===== config.mk =====
export PLATFORM = sky130hd
export DESIGN_NAME = uart_tx_fifo
export DESIGN_NICKNAME = d
export VERILOG_FILES = /design/src/rtl/uart_tx_fifo.sv
export SDC_FILE = /design/constraint.sdc
export NUM_CORES = 1
export LEC_CHECK = 0
export CAP_MARGIN = 5
export CORE_AREA = 2 2 88 90
export DETAILED_ROUTE_END_ITERATION = 10
export DIE_AREA = 0 0 90 92
export GPL_ROUTABILITY_DRIVEN = 0
export PLACE_DENSITY = 0.8
export SLEW_MARGIN = 20
export SYNTH_ARGS = -nofsm -noshare
export SYNTH_HDL_FRONTEND = slang
export SYNTH_SLANG_ARGS = --single-unit

===== constraint.sdc =====
create_clock -name clk -period 3.1 [get_ports clk]
set_input_delay 0.62 -clock clk [delete_from_list [all_inputs] [get_ports clk]]
set_output_delay 0.62 -clock clk [all_outputs]
set_load 0.05 [all_outputs]

===== src/rtl/uart_tx_fifo.sv =====
// uart_tx_fifo: buffered 8N1 UART transmitter.
//   Bytes offered on the store path are queued in a small circular FIFO and
//   serialised LSB-first (start bit, 8 data bits, stop bit) at BAUDRATE.
// Ports:
//   clk        in   core clock, rising edge
//   rst        in   synchronous active-high reset
//   wr_valid   in   byte offered
//   wr_data    in   byte to transmit
//   wr_ready   out  FIFO not full (push = wr_valid & wr_ready)
//   tx_o       out  serial line, idle high (registered)
//   busy       out  frame in progress or bytes queued (registered)
//   fifo_count out  entries currently stored
module uart_tx_fifo #(
    parameter int unsigned CLK_FREQ_HZ = 100_000_000,
    parameter int unsigned BAUDRATE    = 1_152_000,
    parameter int unsigned FIFO_DEPTH  = 8
) (
    input  logic                               clk,
    input  logic                               rst,
    input  logic                               wr_valid,
    input  logic [7:0]                         wr_data,
    output logic                               wr_ready,
    output logic                               tx_o,
    output logic                               busy,
    output logic [$clog2(FIFO_DEPTH+1)-1:0]    fifo_count
);

    localparam int unsigned ClksPerBit = CLK_FREQ_HZ / BAUDRATE;
    localparam int unsigned CntW       = $clog2(FIFO_DEPTH + 1);
    localparam int unsigned PtrW       = $clog2(FIFO_DEPTH);
    localparam int unsigned BaudW      = $clog2(ClksPerBit);

    if (ClksPerBit < 2) begin : g_bad_baud
        $error("uart_tx_fifo: CLK_FREQ_HZ/BAUDRATE must be at least 2");
    end
    if (FIFO_DEPTH < 2 || (FIFO_DEPTH & (FIFO_DEPTH - 1)) != 0) begin : g_bad_depth
        $error("uart_tx_fifo: FIFO_DEPTH must be a power of 2 and >= 2");
    end

    typedef enum logic [1:0] {StIdle, StStart, StData, StStop} state_e;

    logic [7:0]      mem_q [FIFO_DEPTH];
    logic [PtrW-1:0] wr_ptr_q, rd_ptr_q;
    logic [CntW-1:0] count_q, count_d;
    state_e          state_q, state_d;
    logic [BaudW-1:0] baud_q, baud_d;
    logic [2:0]      bit_idx_q, bit_idx_d;
    logic [7:0]      shift_q, shift_d;
    logic            tx_q, tx_d;
    logic            busy_q, busy_d;
    logic            push, pop, fifo_empty, bit_done;

    assign fifo_empty = (count_q == '0);
    assign wr_ready   = (count_q != CntW'(FIFO_DEPTH));
    assign push       = wr_valid & wr_ready;
    assign bit_done   = (baud_q == BaudW'(ClksPerBit - 1));

    assign tx_o       = tx_q;
    assign busy       = busy_q;
    assign fifo_count = count_q;

    // tx_d is computed together with the next state so the line value always
    // lines up with the state's own cycles; a frame is exactly 10 bit periods.
    always_comb begin
        state_d   = state_q;
        baud_d    = baud_q;
        bit_idx_d = bit_idx_q;
        shift_d   = shift_q;
        tx_d      = tx_q;
        pop       = 1'b0;
        case (state_q)
            StIdle: begin
                tx_d   = 1'b1;
                baud_d = '0;
                if (!fifo_empty) begin
                    pop     = 1'b1;
                    shift_d = mem_q[rd_ptr_q];
                    state_d = StStart;
                    tx_d    = 1'b0;
                end
            end
            StStart: begin
                if (bit_done) begin
                    baud_d    = '0;
                    bit_idx_d = 3'd0;
                    state_d   = StData;
                    tx_d      = shift_q[0];
                end else begin
                    baud_d = baud_q + BaudW'(1);
                end
            end
            StData: begin
                if (bit_done) begin
                    baud_d = '0;
                    if (bit_idx_q == 3'd7) begin
                        state_d = StStop;
                        tx_d    = 1'b1;
                    end else begin
                        bit_idx_d = bit_idx_q + 3'd1;
                        tx_d      = shift_q[bit_idx_d];
                    end
                end else begin
                    baud_d = baud_q + BaudW'(1);
                end
            end
            StStop: begin
                if (bit_done) begin
                    baud_d = '0;
                    // Chain straight into the next start bit when more data is queued.
                    if (!fifo_empty) begin
                        pop     = 1'b1;
                        shift_d = mem_q[rd_ptr_q];
                        state_d = StStart;
                        tx_d    = 1'b0;
                    end else begin
                        state_d = StIdle;
                        tx_d    = 1'b1;
                    end
                end else begin
                    baud_d = baud_q + BaudW'(1);
                end
            end
            default: begin
                state_d = StIdle;
                tx_d    = 1'b1;
            end
        endcase
    end

    always_comb begin
        count_d = count_q;
        if (push && !pop) begin
            count_d = count_q + CntW'(1);
        end else if (!push && pop) begin
            count_d = count_q - CntW'(1);
        end
        busy_d = !((state_d == StIdle) && (count_d == '0));
    end

    always_ff @(posedge clk) begin
        if (rst) begin
            state_q   <= StIdle;
            wr_ptr_q  <= '0;
            rd_ptr_q  <= '0;
            count_q   <= '0;
            baud_q    <= '0;
            bit_idx_q <= 3'd0;
            shift_q   <= 8'h00;
            tx_q      <= 1'b1;
            busy_q    <= 1'b0;
        end else begin
            state_q   <= state_d;
            baud_q    <= baud_d;
            bit_idx_q <= bit_idx_d;
            shift_q   <= shift_d;
            tx_q      <= tx_d;
            busy_q    <= busy_d;
            count_q   <= count_d;
            // Pointers wrap naturally because FIFO_DEPTH is a power of 2.
            if (push) wr_ptr_q <= wr_ptr_q + PtrW'(1);
            if (pop)  rd_ptr_q <= rd_ptr_q + PtrW'(1);
        end
    end

    always_ff @(posedge clk) begin
        if (!rst && push) begin
            mem_q[wr_ptr_q] <= wr_data;
        end
    end

endmodule


# Word level (Yosys, flattened, before mapping)
# Memory sizes are Yosys's and may differ from the RTL's. A register that Yosys moved wholly into a read port is not among the register bits.
# Cells that the tools add are included.
# word_totals
ram_bits	64
input_bits	11
memories	1
wordCells	79
ff_bits	32
# memory_table
name	words	width	read_ports	rd_ports_with_merged_regs	wr	line_no	rtl
mem_q	8	8	1	1	1	42	logic [7:0] mem_q [FIFO_DEPTH];
# op_classes
mux	33
eq_ne	10
bitwise	1
reduce_logical	18
n_addsub	6
n_lt_le_gt_ge	1
# op_table
cell	n
8-bit 2-to-1 mux	2
8-bit one-hot mux with 2 select lines	1
3-bit 2-to-1 mux	5
7-bit one-hot mux with 2 select lines	1
1-bit 2-to-1 mux	11
2-bit 2-to-1 mux	5
3-bit by 1-bit adder with 3-bit output, second input constant	3
4-bit zero test	2
4-bit 2-to-1 mux	2
2-bit != test, second input constant	4
2-bit one-hot mux with 4 select lines	1
7-bit by 1-bit adder with 7-bit output, second input constant	1
7-bit equality test, second input constant	1
7-bit 2-to-1 mux	1
3-bit one-hot mux with 2 select lines	1
4-bit by 1-bit adder with 4-bit output, second input constant	1
2-bit equality test, second input constant	2
1-bit logical AND	4
1-bit zero test	4
2-bit zero test	2
3-bit by 4-bit < comparator with 1-bit output, second input constant	1
4-bit != test, second input constant	1
1-bit one-hot mux with 4 select lines	1
4-bit AND reduction	1
10 further kinds	11

# Depth between registers and ports, before layout
# Gate-level depths: netlist of the first run.
# logic_depth
depth_word	10
ltp_mapped	9
depth_no_buf	8

# Least setup slack after synthesis of the first run
# OpenSTA, ideal clock, no wires.
# synth_timing
path_kind	register to register
from	register count_q[0] (netlist: fifo_count[0])
to	memory mem_q[4][0] (enable)
t_required_ns	2.705
setup_time_ns	0.395
n_path_buf	1
stages_incl_launch_ff	8
slack_ns	-0.089
arrival_time_ns	2.795
cell_sequence	dfxtp_1 > inv_1 > ha_1 > nand3b_1 > and2_1 > buf_4 > nand2_1 > nor4_1
# synth_between
elab_chain_cells	5
# synth_lines
element	line_no	rtl
start: declaration	44	logic [CntW-1:0] count_q, count_d;
start signal: assignment	158	count_q <= count_d;
4-bit != test	54	assign wr_ready = (count_q != CntW'(FIFO_DEPTH));
via wr_ready	22	output logic wr_ready,
1-bit AND	55	assign push = wr_valid & wr_ready;
1-bit logical AND	166	if (!rst && push) begin
1-bit 2-to-1 mux	166	
1-bit 2-to-1 mux (not written as such)	167	mem_q[wr_ptr_q] <= wr_data;
end: declaration	42	
# The timed path passes the listed nets, and every way through them passes these cells.

# Worst setup path after layout of the first run
# layout_timing
from	register count_q[0] (netlist: fifo_count[0])
to	output port wr_ready
# layout_between
elab_chain_cells	1
# layout_lines
element	line_no
4-bit != test	54
end: declaration	22
# Every way passes these cells.

==> flow_summary.json, run 1 <==
{
  "worstPathRequired_ns": 2.48,
  "initial_core_util_pct": 56.0,
  "die_x_um": 90,
  "cp_cell_sequence": "inv_1, ha_1, nand3b_1, clkdlybuf4s50_1",
  "worst_slack_ns": 0.411,
  "cp.arrival_ns": 2.07,
  "fin_worst_skew_ns": 0.0156,
  "tns_ns": 0,
  "drive_gt1_share_pct": 17.9,
  "tightest_slew_ns": 0.864,
  "status": "finished, final reports clean",
  "cts_tree": "built",
  "pre_cts_ws_ns": 0.803,
  "hp-class": "reg -> reg",
  "drt-total-wl_um": 6850,
  "setup_viol": 0,
  "grt_pass1_wl_um": 11500,
  "chipHeight_um": 92,
  "n_antenna_cell": 0,
  "path_max_fanout": 7,
  "criticalPathCategory": "reg -> out",
  "firstDrtPassIters": 4,
  "io_pins": 18,
  "power_density_nw_per_um2": 770,
  "clk_path_buf_depth": 2,
  "synth_edf_count": 64,
  "final_cell_mix": "edfxtp_1, nor2_1, dfxtp_1",
  "synth.avg_cell_area_um2": 14.5,
  "overflow": 0,
  "finalCriticalPeriod_ns": 2.69,
  "p_comb_share_pct": 31.9,
  "synthToLayoutAreaGrowth_pct": 12.2,
  "seqPwrFrac_pct": 46.0,
  "leakage_nw": 1.58,
  "yosysSeqAreaShare_pct": 62.8,
  "hpwlAfterDp_um": 4800,
  "numCtsBuffers": 9,
  "slew_violations": 0,
  "dieArea_um2": 8280,
  "clock_latency_ns": 0.37,
  "synthesis.instances": 288,
  "io_buffers": 17,
  "clkPwrFrac_pct": 22.0,
  "num_rows": 32,
  "worst_setup_path_end_kind": "output pin",
  "yosysWarnings": 0,
  "slew_headroom_pct": 42.1,
  "cts.reportedPaths.clkPinSlew_ns": 0.10,
  "rsz0062_at_grt": "false",
  "grt_pass1_vias": 2335,
  "cpLargestDelayFamily": "buffers and inverters",
  "fin_crit_sh_pct": 86.7,
  "critPathSlowestCell": "clkdlybuf4s50_1",
  "htree_levels": 3,
  "cts_setup_buffers": 0,
  "wl_per_cell_um": 16.3,
  "avgViaCountPerCell": 5.47,
  "clk_root_buffer_cell": "clkbuf_8",
  "start_kind": "flop",
  "max_stage_delay_ns": 0.81,
  "async_flop_share_pct": 0,
  "final_util_pct": 62.9,
  "switching_share_pct": 34.0,
  "vias": 2304,
  "cts_hold_buf": 0,
  "dpl-instance-area_um2": 4490,
  "crit_buf_inv": 2,
  "drc": 0,
  "final_antenna_net_count": 0,
  "synth-seq-cells": 99,
  "syn-cell-area_um2": 4170,
  "max-vdd-ir-drop_mv": 0.416,
  "drt_iter0_markers": 98,
  "track_usage_pct": 18.4,
  "intPower_mw": 2.38,
  "stdcell_area_um2": 4680,
  "synth_nets": 312,
  "layout_commonest_cell": "edfxtp_1",
  "synthFlopType": "edfxtp_1",
  "switchingPower_mw": 1.23,
  "fillers": 552,
  "final-hold-violation-count": 0,
  "cts_resized": 0,
  "synth.distinct_cells": 49,
  "final_nets": 338,
  "antenna_found_initial": 0,
  "grt_max_degree": 27,
  "cap_viol_max_count": 0,
  "core-area_um2": 7450,
  "clock-sinks": 99,
  "clock.fmax_mhz": 372,
  "p_total_mw": 3.61
}
-- cell families after synthesis --
group           share of synthesized area [%]
mux                                      12.7
xor+xnor                                 3.18
fa+ha+maj                                3.90
simple gates                             9.77
buf+inv                                  2.37
flops                                    62.8
compound gates                           5.22
-- power by group through the flow --
stage	Combinational, mW	Clock, mW	Sequential, mW
6_report	1.15	0.795	1.66
5_1_grt	1.28	0.858	1.68
4_1_cts	1.17	0.818	1.66
3_5_place_dp	1.17	0	1.69
3_3_place_gp	1.15	0	1.68
2_1_floorplan	0.884	0	1.75
-- tightest hold or removal path, delay by kind of cell, from the launching register on --
family	cells	cell delay [ns]
DFF	1	0.32
AOI/OAI and AO/OA	1	0.05
and+or+nand+nor	1	0.05
-- sequential cells by signal, indices dropped and copies added, names as in the netlist, named ones only --
name / count
wr_ptr_q: 3
busy: 1
bit_idx_q: 3
shift_q: 8
fifo_count: 4
mem_q: 64
baud_q: 7
state_q: 2
rd_ptr_q: 3
tx_o: 1
-- final timing paths --
check             slack [ns]                      start                         to  cells past startpoint
setup / recovery        0.41   fifo_count[0]$_SDFF_PP0_                   wr_ready                      4
hold / removal          0.46  bit_idx_q[1]$_SDFFE_PP0P_  bit_idx_q[1]$_SDFFE_PP0P_                      2
setup reg to reg        0.95      state_q[0]$_SDFF_PP0_            busy$_SDFF_PP0_                      7
hold reg to reg         0.46  bit_idx_q[1]$_SDFFE_PP0P_  bit_idx_q[1]$_SDFFE_PP0P_                      2
-- through the flow --
step	cells	hold slack, ns
2_1_floorplan	288	0.436
3_3_place_gp	405	0.443
6_report	421	0.464
4_1_cts	421	0.467
3_5_place_dp	405	0.454
5_1_grt	421	0.488
-- routing by layer --
metal / track usage [%] / wire length, um / share of wire [%]
met1: 23.0 / 3080 / 45
met3: 5.01 / 250 / 3.6
met5: 0 / 0 / 0
met2: 31.2 / 3450 / 50
met4: 6.15 / 69 / 1.0
-- layout make-up --
class / count / area [um2] / share of cell area, %
clock buffers: 10 / 128 / 2.73
clock inverters: 6 / 60.1 / 1.28
inverters: 7 / 26.3 / 0.561
multi-input cells: 169 / 1470 / 31.3
flip-flops and latches: 99 / 2620 / 56.0
well taps: 102 / 128 / 2.73
repair buffers: 28 / 253 / 5.40
-- cell usage after synthesis, drive strengths merged (2+ instances only) --
cell type  count  area share, %
nor3           4           0.60
nand3          7           0.84
nand3b         3           0.54
or3            3           0.45
mux2           2           0.63
nor3b          2           0.48
xor2           6            1.3
mux4          18            9.7
inv            7           0.63
xnor2          7            1.9
edfxtp        64             46
ha            13            3.9
a21oi          8           0.96
o21ai          2           0.24
and2           3           0.51
o22ai          3           0.45
mux2i         10            2.4
dfxtp         35             17
nor2          38            3.5
buf            7            1.2
nand2         14            1.3
a211oi        10            1.8
clkbuf         6           0.54
(Power assumes the default switching activity.)
==> inputs of run 2 (changes only) <==
Settings changed: GPL_ROUTABILITY_DRIVEN 0 to not set.
==> results of run 2 <==
Final layout, timing and power as in run 1 (identical DEF).
